`config.mk`:
```
export PLATFORM = sky130hd
export DESIGN_NAME = ysyx_041461_mem_access
export DESIGN_NICKNAME = d
export VERILOG_FILES = /design/src/rtl/ysyx_041461_mem_access_pkg.sv /design/src/rtl/ysyx_041461_load_ext.sv /design/src/rtl/ysyx_041461_mem_access.sv
export SDC_FILE = /design/constraint.sdc
export NUM_CORES = 1
export LEC_CHECK = 0
export CAP_MARGIN = 10
export CELL_PAD_IN_SITES_DETAIL_PLACEMENT = 2
export CELL_PAD_IN_SITES_GLOBAL_PLACEMENT = 2
export CORE_AREA = 4 4 160 162
export DETAILED_ROUTE_END_ITERATION = 6
export DIE_AREA = 0 0 164 166
export DONT_BUFFER_PORTS = 1
export MAX_ROUTING_LAYER = met4
export PLACE_DENSITY = 0.82
export RECOVER_POWER = 50
export SYNTH_ARGS = -nofsm -noshare
export SYNTH_HDL_FRONTEND = slang
export SYNTH_HIERARCHICAL = 1
export SYNTH_SLANG_ARGS = --single-unit
```
`constraint.sdc`:
```
create_clock -name clk -period 4.6 [get_ports clk]
set_input_delay 1.15 -clock clk [delete_from_list [all_inputs] [get_ports clk]]
set_output_delay 1.15 -clock clk [all_outputs]
set_load 0.05 [all_outputs]
```
`src/rtl/ysyx_041461_mem_access_pkg.sv`:
```
// Shared op codes, trap codes and FSM encoding for the MEM-stage load/store unit.
package ysyx_041461_mem_access_pkg;

    localparam logic [3:0] TrapNop           = 4'd0;
    localparam logic [3:0] TrapLoadMisalign  = 4'd4;
    localparam logic [3:0] TrapStoreMisalign = 4'd6;

    typedef enum logic [3:0] {
        MemNop = 4'd0,
        MemLb  = 4'd1,
        MemLh  = 4'd2,
        MemLw  = 4'd3,
        MemLd  = 4'd4,
        MemLbu = 4'd5,
        MemLhu = 4'd6,
        MemLwu = 4'd7,
        MemSb  = 4'd8,
        MemSh  = 4'd9,
        MemSw  = 4'd10,
        MemSd  = 4'd11
    } mem_op_e;

    typedef enum logic [1:0] {
        StIdle,
        StReq,
        StRsp,
        StDone
    } state_e;

    function automatic logic is_load(input logic [3:0] op);
        return (op >= MemLb) && (op <= MemLwu);
    endfunction

    function automatic logic is_store(input logic [3:0] op);
        return (op >= MemSb) && (op <= MemSd);
    endfunction

    // log2 of the access size in bytes; non-memory ops fall into the byte bucket
    function automatic logic [1:0] size_log2(input logic [3:0] op);
        case (op)
            MemLh, MemLhu, MemSh: return 2'd1;
            MemLw, MemLwu, MemSw: return 2'd2;
            MemLd, MemSd:         return 2'd3;
            default:              return 2'd0;
        endcase
    endfunction

    function automatic logic misaligned(input logic [3:0] op, input logic [2:0] off);
        case (size_log2(op))
            2'd0:    return 1'b0;
            2'd1:    return off[0];
            2'd2:    return |off[1:0];
            default: return |off;
        endcase
    endfunction

    function automatic logic [7:0] byte_mask(input logic [3:0] op);
        case (size_log2(op))
            2'd0:    return 8'h01;
            2'd1:    return 8'h03;
            2'd2:    return 8'h0F;
            default: return 8'hFF;
        endcase
    endfunction

endpackage

```
`src/rtl/ysyx_041461_load_ext.sv`:
```
// Selects the addressed lane of an 8-byte-aligned read word and sign/zero-extends it.
module ysyx_041461_load_ext
    import ysyx_041461_mem_access_pkg::*;
#(
    parameter int unsigned XLEN = 64
) (
    input  logic [XLEN-1:0] rdata_i,
    input  logic [2:0]      offset_i,
    input  logic [3:0]      op_i,
    output logic [XLEN-1:0] data_o
);

    logic [XLEN-1:0] lane;

    always_comb begin
        lane = rdata_i >> {offset_i, 3'b000};
        case (op_i)
            MemLb:   data_o = {{(XLEN-8){lane[7]}}, lane[7:0]};
            MemLh:   data_o = {{(XLEN-16){lane[15]}}, lane[15:0]};
            MemLw:   data_o = {{(XLEN-32){lane[31]}}, lane[31:0]};
            MemLbu:  data_o = {{(XLEN-8){1'b0}}, lane[7:0]};
            MemLhu:  data_o = {{(XLEN-16){1'b0}}, lane[15:0]};
            MemLwu:  data_o = {{(XLEN-32){1'b0}}, lane[31:0]};
            MemLd:   data_o = lane;
            default: data_o = '0;
        endcase
    end

endmodule

```
`src/rtl/ysyx_041461_mem_access.sv`:
```
// MEM-stage load/store unit: one bus transaction per aligned load/store, stalling the
// pipeline until the response returns; non-memory ops pass through combinationally.
module ysyx_041461_mem_access
    import ysyx_041461_mem_access_pkg::*;
#(
    parameter int unsigned XLEN   = 64,
    parameter int unsigned MASK_W = 8
) (
    input  logic              clk,
    input  logic              rst,
    input  logic              in_valid_i,
    input  logic              flush_i,
    input  logic [3:0]        mem_ctrl_i,
    input  logic [3:0]        trap_in_i,
    input  logic [XLEN-1:0]   addr_i,
    input  logic [XLEN-1:0]   wdata_i,
    output logic              stall_req_o,
    output logic              out_valid_o,
    output logic [3:0]        trap_out_o,
    output logic [XLEN-1:0]   load_data_o,
    output logic              dmem_req_valid_o,
    input  logic              dmem_req_ready_i,
    output logic [XLEN-1:0]   dmem_addr_o,
    output logic              dmem_wen_o,
    output logic [XLEN-1:0]   dmem_wdata_o,
    output logic [MASK_W-1:0] dmem_wmask_o,
    input  logic              dmem_rsp_valid_i,
    input  logic [XLEN-1:0]   dmem_rsp_rdata_i
);

    state_e          state_q, state_d;
    logic            killed_q, killed_d;
    logic [XLEN-1:0] rdata_q, rdata_d;
    logic [XLEN-1:0] ext_data;
    logic [2:0]      offset;
    logic            op_load, op_store, op_mem;

    assign offset   = addr_i[2:0];
    assign op_load  = is_load(mem_ctrl_i);
    assign op_store = is_store(mem_ctrl_i);
    assign op_mem   = op_load | op_store;

    ysyx_041461_load_ext #(
        .XLEN(XLEN)
    ) u_load_ext (
        .rdata_i (rdata_q),
        .offset_i(offset),
        .op_i    (mem_ctrl_i),
        .data_o  (ext_data)
    );

    always_ff @(posedge clk or posedge rst) begin
        if (rst) begin
            state_q  <= StIdle;
            killed_q <= 1'b0;
            rdata_q  <= '0;
        end else begin
            state_q  <= state_d;
            killed_q <= killed_d;
            rdata_q  <= rdata_d;
        end
    end

    always_comb begin
        state_d          = state_q;
        killed_d         = killed_q;
        rdata_d          = rdata_q;
        stall_req_o      = 1'b0;
        out_valid_o      = 1'b0;
        trap_out_o       = trap_in_i;
        load_data_o      = '0;
        dmem_req_valid_o = 1'b0;
        dmem_addr_o      = '0;
        dmem_wen_o       = 1'b0;
        dmem_wdata_o     = '0;
        dmem_wmask_o     = '0;

        unique case (state_q)
            StIdle: begin
                if (in_valid_i) begin
                    if (!op_mem) begin
                        out_valid_o = !flush_i;
                    end else if (trap_in_i != TrapNop) begin
                        out_valid_o = 1'b1;
                    end else if (misaligned(mem_ctrl_i, offset)) begin
                        out_valid_o = 1'b1;
                        trap_out_o  = op_store ? TrapStoreMisalign : TrapLoadMisalign;
                    end else if (!flush_i) begin
                        stall_req_o = 1'b1;
                        killed_d    = 1'b0;
                        state_d     = StReq;
                    end
                end
            end
            StReq: begin
                // Inputs are frozen by the stall, so request fields come straight from them.
                stall_req_o      = 1'b1;
                dmem_req_valid_o = 1'b1;
                dmem_addr_o      = {addr_i[XLEN-1:3], 3'b000};
                dmem_wen_o       = op_store;
                dmem_wdata_o     = wdata_i << {offset, 3'b000};
                dmem_wmask_o     = op_store ? byte_mask(mem_ctrl_i) << offset : '0;
                if (flush_i) killed_d = 1'b1;
                if (dmem_req_ready_i) state_d = StRsp;
            end
            StRsp: begin
                stall_req_o = 1'b1;
                if (flush_i) killed_d = 1'b1;
                if (dmem_rsp_valid_i) begin
                    rdata_d = dmem_rsp_rdata_i;
                    state_d = StDone;
                end
            end
            StDone: begin
                out_valid_o = !killed_q;
                load_data_o = op_load ? ext_data : '0;
                killed_d    = 1'b0;
                state_d     = StIdle;
            end
            default: state_d = StIdle;
        endcase

        // Outputs must read as idle for the whole reset window, whatever the inputs do.
        if (rst) begin
            stall_req_o      = 1'b0;
            out_valid_o      = 1'b0;
            trap_out_o       = trap_in_i;
            load_data_o      = '0;
            dmem_req_valid_o = 1'b0;
            dmem_addr_o      = '0;
            dmem_wen_o       = 1'b0;
            dmem_wdata_o     = '0;
            dmem_wmask_o     = '0;
        end
    end

endmodule

```
==> summary.md, run 1 <==
| Metric | Value |
|---|---|
| Run status | finished, violations left |
| Failing checks | capacitance limit, slew limit, setup timing |
| Final Power | 5.25 mW |
| Dominant synthesized flop cell | sky130_fd_sc_hd__dfrtp_1 |
| Final Hold Violating Endpoints | 0 |
| Routability congestion estimate from global placement | 1.13 |
| Most common cell in the synthesized netlist | sky130_fd_sc_hd__and2_1 |
| DRC violation count after routing | 0 |
| Post-CTS resize count | 0 |
| Crit-path max FO | 141 |
| DIE AREA | 27,200 sq um |
| Cells taking the most area after synthesis | sky130_fd_sc_hd__dfrtp_1, sky130_fd_sc_hd__mux2i_1, sky130_fd_sc_hd__and2_1, sky130_fd_sc_hd__mux2_2, sky130_fd_sc_hd__nand2_1 |
| Max transition margin | -19.3% |
| Number of cells on the worst reg-to-reg path | 5 |
| Number of slew-limit violations in the final report | 62 |
| Hold Path Stages | 1 |
| Pin count of the biggest net entering global routing | 142 |
| Area Overhead vs Synth | 48.6% |
| Rows | 57 |
| Number of clock buffers inserted by TritonCTS | 9 |
| Number of distinct library cells after synthesis | 61 |
| Worst-path cell chain | nor2b_1 -> a22oi_1 -> nand4_1 -> buf_12 -> nand4_1 -> and2_1 -> buf_4 |
| Critical path depth | 7 |
| Total overflow reported by the global router | 0 |
| Via Count | 9,560 |
| Endpoint class of the critical path | primary output |
| Detail Placement HPWL | 37.6 mm |
| Async set-or-reset flop fraction in the synthesized netlist | 100% |
| Crit path time final | 4.70 ns |
| Setup TNS | -0.393 ns |
| Kind of start point of the critical path | input pin |
| Average size of a mapped cell | 8.34 sq um |
| Number of post-CTS setup repair buffers | 0 |
| Routed len/inst | 37.7 um |
| Register area share after synthesis | 20.8% |
| Post-Syn Instances | 967 |
| Number of H-tree branching levels | 3 |
| Post-route cell area | 12,000 sq um |
| Initial Utilization | 33.5% |
| Placeable Area | 24,100 sq um |
| Worst Clk Skew | 0.0124 ns |
| Number of endpoints failing setup at the final stage | 11 |
| Top-area cell type share of the netlist area | 20.8% |
| Skew-Pair Late Insertion Delay | 0.37 ns |
| Number of synthesized flops with an enable pin | 0 |
| Number of buffer and inverter stages on the critical path | 2 |
| Netlist Area Pre-Place | 8070 sq um |
| Synthesis-stage register bit count | 67 |
| Initial DRC count | 934 |
| Worst path top cell family by delay | simple AND/OR/NAND/NOR gates |
| Endpoint required time on the critical path | 3.45 ns |
| Max-capacitance violation count | 1 |
| Global-route wire length before repair | 72.7 mm |
| Clock-pin transition on the worst setup and hold timing paths | 0.07 ns |
| Kind of critical path | in2out |
| Tightest hold margin | 0.537 ns |
| Via-to-Cell Ratio | 6.54 |
| Net count reported at finish | 1,323 |
| Total number of clock tree sinks | 67 |
| Cell Pwr Density | 438 nW/um^2 |
| CTS tree | yes |
| Final Routed Wirelength | 55.1 mm |
| Least setup slack across all paths after layout | -0.103 ns |
| IO buf count | 0 |
| Number of global-route vias before repair | 10,100 |
| Filler instances | 2,476 |
| Setup Slack @ Placement | 0.265 ns |
| Placed standard-cell area | 11,700 sq um |
| Share of post-route cells with drive strength above 1 | 30.5% |
| Peak per-stage delay on the critical path | 0.69 ns |
| Worst Max-Slew Pin Slew | 1.79 ns |
| Number of hold buffers added after cts | 0 |
| Yosys synthesis warning count | 6 |
| Top-level I/O count | 414 |
| Class of the tightest hold or removal check | reg2reg |
| Most used standard cells in the synthesized netlist | sky130_fd_sc_hd__and2_1, sky130_fd_sc_hd__nand2_1, sky130_fd_sc_hd__mux2i_1 |
| Number of antenna violations at the first check in global routing | 25 |
| GRT Total Usage | 37.0% |
| Final critical-path share of the clock period | 102% |
| DR pass1 iterations | 5 |
| Vertical extent of the die | 166 um |
| WP data arrival | 3.55 ns |
| Peak Freq | 213 MHz |
| Cell with the largest stage delay on the worst path | sky130_fd_sc_hd__nand4_1 |
| Area leader, netlist | sky130_fd_sc_hd__dfrtp_1 |
| CP most frequent cell | sky130_fd_sc_hd__nand4_1 |
| Leakage power | 5.11 nW |
| Peak supply drop | 0.305 mV |
| Max clock buf depth | 2 |
| Number of routed nets with antenna violations | 0 |
| Width of the die | 164 um |
| Master cell of the clock root buffer | sky130_fd_sc_hd__clkbuf_16 |
## worst reg2reg max path: cells and delay by family, from the launching register on
kind	cells	cell delay [ns]
buf+inv	2	1.42
mux	1	0.56
flops	1	0.48
fa+ha+maj	1	0.28
simple gates	1	0.22
## cells in the final DEF (no fill, tap or decap), drive strengths merged, types with 4 or more instances in the layout
master / n
nand2: 120
diode: 25
nand3: 13
mux4: 15
mux2i: 108
nor4: 4
a22oi: 5
a211oi: 15
clkbuf: 25
nand2b: 4
and2: 160
nor2: 53
a32o: 8
o21ai: 22
a32oi: 12
ha: 10
nor3: 7
a21oi: 30
nor2b: 21
nor3b: 7
o211ai: 18
o32ai: 8
mux2: 82
inv: 17
buf: 202
o2bb2ai: 9
dfrtp: 67
nand4: 34
## per-stage QoR
| step | utilization (%) | std cells |
|---|---|---|
| 2_1_floorplan | - | 969 |
| 3_3_place_gp | 48.6 | 1420 |
| 3_5_place_dp | 48.6 | 1420 |
| 4_1_cts | 49.8 | 1436 |
| 5_1_grt | 49.7 | 1458 |
| 6_report | 49.7 | 1461 |
## registers in the layout (all words and copies together), names as in the netlist
| signal | count |
|---|---|
| killed_q | 1 |
| rdata_q | 64 |
| state_q | 2 |
## cell families (layout without fill, tap and decap cells)
| logic type | count (synthesis) | in the layout | synth area share (%) |
|---|---|---|---|
| buffers and inverters | 103 | 246 | 6.00 |
| flip-flops | 67 | 67 | 20.8 |
| AND/OR/NAND/NOR | 437 | 437 | 28.9 |
| AO/OA/AOI/OAI | 144 | 144 | 13.6 |
| multiplexers | 205 | 205 | 29.0 |
| other | 1 | 28 | 0.0465 |
| adder cells (fa/ha/maj) | 10 | 10 | 1.55 |
## final cells by class
cell class,count,area (sq um),area share (%)
multi-input combinational,799,5940,49.6
antenna,25,62.6,0.522
clock inverter,7,73.8,0.616
sequential,67,1680,14.0
clock buffer,9,225,1.88
tap,324,405,3.38
inverter,12,46.3,0.386
timing repair buffer,218,3550,29.7
## final timing paths
| path | end | slack [ns] | start |
|---|---|---|---|
| max in group asynchronous | rdata_q[42]$_DFFE_PP0P_ | 2.87 | rst |
| min | rdata_q[15]$_DFFE_PP0P_ | 0.54 | rdata_q[15]$_DFFE_PP0P_ |
| min reg2reg | rdata_q[15]$_DFFE_PP0P_ | 0.54 | rdata_q[15]$_DFFE_PP0P_ |
| max | load_data_o[53] | -0.10 | addr_i[0] |
| max reg2reg | rdata_q[44]$_DFFE_PP0P_ | 1.51 | state_q[0]$_DFFE_PP0P_ |
| min in group asynchronous | state_q[1]$_DFFE_PP0P_ | 1.05 | rst |
## power by group
part | switching [mW] | total [mW] | internal, mW | leakage [nW]
logic | 1.87 | 3.13 | 1.26 | 4.17
registers | 0.472 | 1.37 | 0.894 | 0.793
clock network | 0.371 | 0.758 | 0.387 | 0.148
## routing by layer
| metal | vias to the layer above | global-route usage, % | wire length, um |
|---|---|---|---|
| met2 | 735 | 62.4 | 26500 |
| met5 | - | - | 0 |
| li1 | 3768 | - | - |
| met4 | 0 | 21.3 | 4300 |
| met3 | 282 | 9.85 | 5320 |
| met1 | 4775 | 38.6 | 19000 |
Note: power is estimated with default switching activity, not from simulation.
==> run 2, diff against run 1 <==
- SKIP_CTS_REPAIR_TIMING: unset -> 1
==> results of run 2 <==
The final DEF is identical to that of run 1; final timing and power are the same.
